File: src/rtl/mod1667_pkg.sv
// Shared constants and types for the q = 1667 modular datapath.
// FOLD_K is 1667 * 2^10, the constant subtracted by the 22-to-21-bit fold.
package mod1667_pkg;

   localparam int Q      = 1667;
   localparam int W_RES  = 11;
   localparam int W_PROD = 22;
   localparam int W_WIDE = 21;
   localparam int FOLD_K = 1707008;

   typedef logic [W_RES-1:0]  residue_t;
   typedef logic [W_PROD-1:0] prod_t;
   typedef logic [W_WIDE-1:0] wide_t;

endpackage

File: src/rtl/mod1667_fold.sv
// Combinational conditional subtract that maps a 22-bit product of two residues
// onto a 21-bit value congruent mod 1667; shared with the future MAC stage.
module mod1667_fold
   import mod1667_pkg::*;
#(
   parameter prod_t K = prod_t'(FOLD_K)
) (
   input  prod_t p,
   output wide_t f
);

   prod_t sel;

   // For in-range operands the result is below 1068549, so dropping bit 21 loses nothing.
   always_comb begin
      sel = p;
      if (p >= K) begin
         sel = p - K;
      end
   end

   assign f = wide_t'(sel);

endmodule

File: src/rtl/mod1667_mul_pipe.sv
// Two-stage pipelined modular-multiply front end for q = 1667 with valid/ready
// handshake; optional sticky operand range flag under MOD1667_RANGE_CHECK_EN.
module mod1667_mul_pipe
   import mod1667_pkg::*;
#(
   parameter int Q     = 1667,
   parameter int W_IN  = 11,
   parameter int W_OUT = 21
) (
   input  logic             clk,
   input  logic             rst_n,
   input  logic             in_valid,
   output logic             in_ready,
   input  logic [W_IN-1:0]  in_a,
   input  logic [W_IN-1:0]  in_b,
   output logic             out_valid,
   input  logic             out_ready,
   output logic [W_OUT-1:0] dout_a
`ifdef MOD1667_RANGE_CHECK_EN
   ,
   output logic             err_range
`endif
);

   localparam prod_t FOLD_LOCAL = prod_t'(Q * 1024);

   logic  s1_valid;
   logic  s2_valid;
   prod_t p1;
   logic [W_OUT-1:0] p2;
   prod_t product;
   wide_t folded;
   logic  s1_adv;
   logic  s2_adv;
   logic  accept;

   // Each stage advances when it is empty or the stage after it is draining.
   assign s2_adv    = !s2_valid || out_ready;
   assign s1_adv    = !s1_valid || s2_adv;
   assign in_ready  = s1_adv;
   assign accept    = in_valid && in_ready;
   assign out_valid = s2_valid;
   assign dout_a    = p2;

   assign product = prod_t'(in_a) * prod_t'(in_b);

   mod1667_fold #(
      .K(FOLD_LOCAL)
   ) u_fold (
      .p(p1),
      .f(folded)
   );

   // Data registers only load on a real transfer so a stalled output holds still.
   always_ff @(posedge clk) begin
      if (!rst_n) begin
         s1_valid <= 1'b0;
         s2_valid <= 1'b0;
         p1       <= '0;
         p2       <= '0;
      end else begin
         if (s1_adv) begin
            s1_valid <= in_valid;
            if (in_valid) begin
               p1 <= product;
            end
         end
         if (s2_adv) begin
            s2_valid <= s1_valid;
            if (s1_valid) begin
               p2 <= W_OUT'(folded);
            end
         end
      end
   end

`ifdef MOD1667_RANGE_CHECK_EN
   // Sticky until reset; out-of-range data is still passed through unchanged.
   always_ff @(posedge clk) begin
      if (!rst_n) begin
         err_range <= 1'b0;
      end else if (accept && ((int'(in_a) >= Q) || (int'(in_b) >= Q))) begin
         err_range <= 1'b1;
      end
   end
`else
   logic unused_accept;
   assign unused_accept = accept;
`endif

endmodule

File: config.mk
export PLATFORM = sky130hd
export DESIGN_NAME = mod1667_mul_pipe
export DESIGN_NICKNAME = d
export VERILOG_FILES = /design/src/rtl/mod1667_pkg.sv /design/src/rtl/mod1667_fold.sv /design/src/rtl/mod1667_mul_pipe.sv
export SDC_FILE = /design/constraint.sdc
export NUM_CORES = 1
export LEC_CHECK = 0
export BUFFER_PORTS_ARGS = -buffer_cell sky130_fd_sc_hd__buf_2
export CAP_MARGIN = 0
export CELL_PAD_IN_SITES_DETAIL_PLACEMENT = 0
export CELL_PAD_IN_SITES_GLOBAL_PLACEMENT = 1
export CORE_MARGIN = 3
export CORE_UTILIZATION = 43
export DETAILED_ROUTE_END_ITERATION = 12
export PLACE_DENSITY_LB_ADDON = 0.1
export REMOVE_ABC_BUFFERS = 1
export SYNTH_ARGS = -nofsm -noshare
export SYNTH_HDL_FRONTEND = slang
export SYNTH_SLANG_ARGS = --single-unit
File: constraint.sdc
create_clock -name clk -period 5.3 [get_ports clk]
set_input_delay 0.53 -clock clk [delete_from_list [all_inputs] [get_ports clk]]
set_output_delay 0.53 -clock clk [all_outputs]
set_load 0.03 [all_outputs]
==> Word level (Yosys, flattened, before mapping) <==
Cells that the tools add are included.
{ "word_totals": {"ff_bits": 45, "inputBits": 26, "out_inout_bits": 23, "word_cells": 14} }
{ "classes": {"add_sub_neg": 1, "mul": 1, "order_cmp": 1, "n_mux": 1, "n_reduce_logical": 6} }
{ "op_table": {"columns": ["op", "count"], "rows": [
  ["$ge 22x21->1 const B", 1],
  ["$mul 11x11->22", 1],
  ["$mux 21", 1],
  ["$sub 21x21->21 const B", 1],
  ["$reduce_and 2->1", 2],
  ["$logic_not 1->1", 2],
  ["$logic_or 1x1->1", 2]
]} }

==> Longest topological paths before layout <==
{ "depth": {"ltp_word": 4, "mapped_depth": 19, "ltp_nobuf": 18} }

==> Modules after synthesis <==
A second synthesis with hierarchy kept.
{ "unflattened": {"hier_cells": 748, "hier_area_um2": 6103.4} }
{ "by_module_without_submodules": {"columns": ["mod", "instances", "cells_each", "area_each_um2", "seq_area_each_um2"], "rows": [
  ["mod1667_mul_pipe", 1, 693, 5706.7, 900.9],
  ["mod1667_fold", 1, 55, 396.6, 0.0]
]} }

==> Worst setup path after synthesis <==
Ideal clock, no wire load.
{ "synth_timing": {"kind": "in2reg", "start": "input in_b[10]", "end": "register p1[18]", "setup_ns": 0.067, "arrival_ns": 5.064, "t_required_ns": 5.233, "setup_slack_ns": 0.168, "path_stages": 17, "path_buffers": 1, "cell_sequence": "clkbuf_1 nand2_1 fa_1 fa_1 inv_1 fa_1 fa_1 inv_1 fa_1 inv_1 ha_1 and3_2 a22oi_2 a211oi_4 o21bai_1 mux2_4 o21ai_2"} }
{ "synth_between": {"elab_chain_cells": 1} }
{ "synth_rtl": {"columns": ["item", "line_no", "rtl"], "rows": [
  ["start: declaration", "mod1667_mul_pipe.sv:15", "input logic [W_IN-1:0] in_b,"],
  ["$mul 11x11->22", "mod1667_mul_pipe.sv:45", "assign product = prod_t'(in_a) * prod_t'(in_b);"],
  ["end signal: assignment", "mod1667_mul_pipe.sv:65", "p1 <= product;"],
  ["end: declaration", "mod1667_mul_pipe.sv:29", "prod_t p1;"]
]} }
Every way passes these cells.
A chain may end at the register's enable or synchronous reset.

==> Final worst setup path <==
{ "layout_timing": {"start": "input in_a[8]", "end": "register p1[18]"} }
{ "layout_between": {"elab_chain_cells": 1} }
{ "layout_rtl": {"columns": ["item", "line_no", "rtl"], "rows": [
  ["start: declaration", "mod1667_mul_pipe.sv:14", "input logic [W_IN-1:0] in_a,"],
  ["$mul 11x11->22", "mod1667_mul_pipe.sv:45", null]
]} }
Every way passes these cells.

==> results.cfg <==
[detailed_routing]
drtPass1Iterations = 5
drtIter0Drc = 198
routed_wl_um = 13030
wire_per_inst_um = 14.28
postRouteAntennaNets = 0
vias_per_cell = 5.052
post-route-drc-count = 0
num_vias = 4607

[place]
place_hpwl_um = 10740
gp_congestion = 0.8507
port_buffers = 48
placed_area_um2 = 6324

[layout]
fillCellCount = 1337
nets = 902
final_core_util_pct = 48.47
mostFrequentLayoutCells = 117 x nand2_1, 107 x inv_1, 80 x fa_1, 63 x and2_1, 61 x ha_1
diodes = 0
area_growth_pct = 8.849
drive_gt1_share_pct = 11.01
layout_commonest_cell = nand2_1
stdcell_area_um2 = 6495

[synth]
synth_top_area_cell = fa_1
synth_seq_cells = 45
syn_area_um2 = 5967
synthCells = 708
synth-main-ff-cell = dfxtp_1
ys_seq_area_share_pct = 15.10
ys_warn_count = 0
synth_area_leaders = fa_1 27%, dfxtp_1 15%, ha_1 13%
syn_area_per_cell_um2 = 8.428
yosysTopAreaCellShare_pct = 26.84
synth_edf_count = 0
synthArstFlopShare_pct = 0
synth.distinct_cells = 61

[sta]
setup_tns_ns = 0
finalCritPeriodShare_pct = 93.19
drv_slew = 0
finalHoldViolations = 0
fmaxAchievable_mhz = 202.5
final-setup-viol-count = 0
rsz0062_at_grt = false
finalCriticalPeriod_ns = 4.939
finClkSkew_ns = 0.002518
max-slew-margin-rel_pct = 32.20
max_slew.worst_pin.slew_ns = 1.017

[clocking]
post_cts_resized = 0
cts_setup_buffers = 0
cts_tree = done
cts_buffers = 5
cts_root_buffer = clkbuf_16
cts_hold_buf = 0
clock_sinks = 45
htreeDepth = 2
worstSkewPairLatency_ns = 0.29
clk_pin_slew_ns = 0.06
clock_path_buffers = 2

[setup_path]
end_kind = register
cp_max_fo = 11
crit_type = in -> reg
cp.required_ns = 5.52
worstSetupStartpointType = input port
arrival_ns = 5.16

[global_route]
grt_usage_pct = 18.47
grt_pass1_wl_um = 22800
grt_pass1_vias = 4692
grt_antenna_before_repair = 0
grt_max_degree = 33
grt_overflow = 0

[run_status]
status = finished, final reports clean

[power]
clkPwrFrac_pct = 11.7
power-per-cell-area_nw_per_um2 = 463.7
comb_power_share_pct = 73.2
swShare_pct = 48.24
ir_worst_vdd_mv = 0.2687
p_seq_share_pct = 15.1
net-switching-power_mw = 1.453
power_mw = 3.012
p_leak_nw = 3.194
p_int_mw = 1.559

[die]
rows = 42
start_util_pct = 44.53
dieArea_um2 = 15330
fp.coreArea_um2 = 13400
die_y_um = 123.8
die_w_um = 123.8
ios = 49

[worst_hold_path]
hold_class = reg -> reg

[flow_run]
maxCapViolCount = 0
==> routing by layer <==
layer	vias to the layer above	GRT usage, %	part of all wire [%]
met1	2185	27.62	50
met2	107	28.83	44
met3	14	1.499	4.4
met5	-	0	0
met4	0	4.844	1.5
li1	2301	-	-
==> cell type report <==
type	instances	area (um2)	share of cell area (%)
multi-input combinational	518	4489	69.12
sequential	45	900.9	13.87
inverter	108	405.4	6.242
timing repair buffer	57	307.8	4.739
tap	176	220.2	3.390
clock buffer	5	125.1	1.926
clock inverter	3	46.29	0.7128
==> critical path, stage by stage <==
cell and delay, ns:
buf_2 0.23, nand2_1 0.12, fa_1 0.55, inv_1 0.05, fa_1 0.53, fa_1 0.45
fa_1 0.55, inv_1 0.05, fa_1 0.41, inv_1 0.06, ha_1 0.31, a21oi_2 0.24
o21bai_1 0.08, a221o_1 0.39, o21bai_1 0.19, mux2_4 0.32, o21ai_2 0.10
==> power by group through the flow <==
stage | logic (mW) | clock network [mW] | registers (mW)
2_1_floorplan | 1.67 | 0 | 0.473
3_3_place_gp | 2.20 | 0 | 0.460
3_5_place_dp | 2.21 | 0 | 0.463
4_1_cts | 2.23 | 0.362 | 0.456
5_1_grt | 2.57 | 0.376 | 0.464
6_report | 2.20 | 0.353 | 0.455
==> worst paths after layout <==
| check | start | endpoint | slack (ns) | cells after the start |
|---|---|---|---|---|
| setup / recovery | in_a[8] | p1[18] | 0.36 | 17 |
| hold / removal | dout_a[10] | dout_a[10] | 0.45 | 2 |
| setup reg to reg | s1_valid | p1[12] | 3.46 | 5 |
| hold reg to reg | dout_a[10] | dout_a[10] | 0.45 | 2 |
==> synth_stat cells (all sizes together) (5+ instances only) <==
master	n
dfxtp	45
inv	107
nor3	6
nor2	28
and2	63
a21o	7
a21oi	42
xnor2	13
ha	61
xor2	5
buf	5
o21ai	17
fa	80
nand2	117
a211oi	8
nand3	16
clkbuf	31
o211ai	6
==> sequential cells by signal (all words and copies together), names as in the netlist <==
register and cells:
s1_valid 1, p1 22, out_valid 1, dout_a 21
==> cell families after synthesis <==
group | after synthesis | synth area share, %
compound gates | 108 | 12.31
xor+xnor | 18 | 2.642
fa+ha+maj | 141 | 39.63
buf+inv | 145 | 9.666
flops | 45 | 15.10
mux | 4 | 0.7548
simple gates | 247 | 19.90
==> per-stage QoR <==
stage               hold slack [ns]  instances  setup WS [ns]
global placement             0.4398        904         0.1119
floorplan                    0.4313        671         0.4265
finish                       0.4467        912         0.3610
CTS                          0.4503        912         0.3660
global route                 0.4716        912         0.1231
detailed placement           0.4433        904        0.05476
No activity file was read; power rests on OpenSTA's default activity.
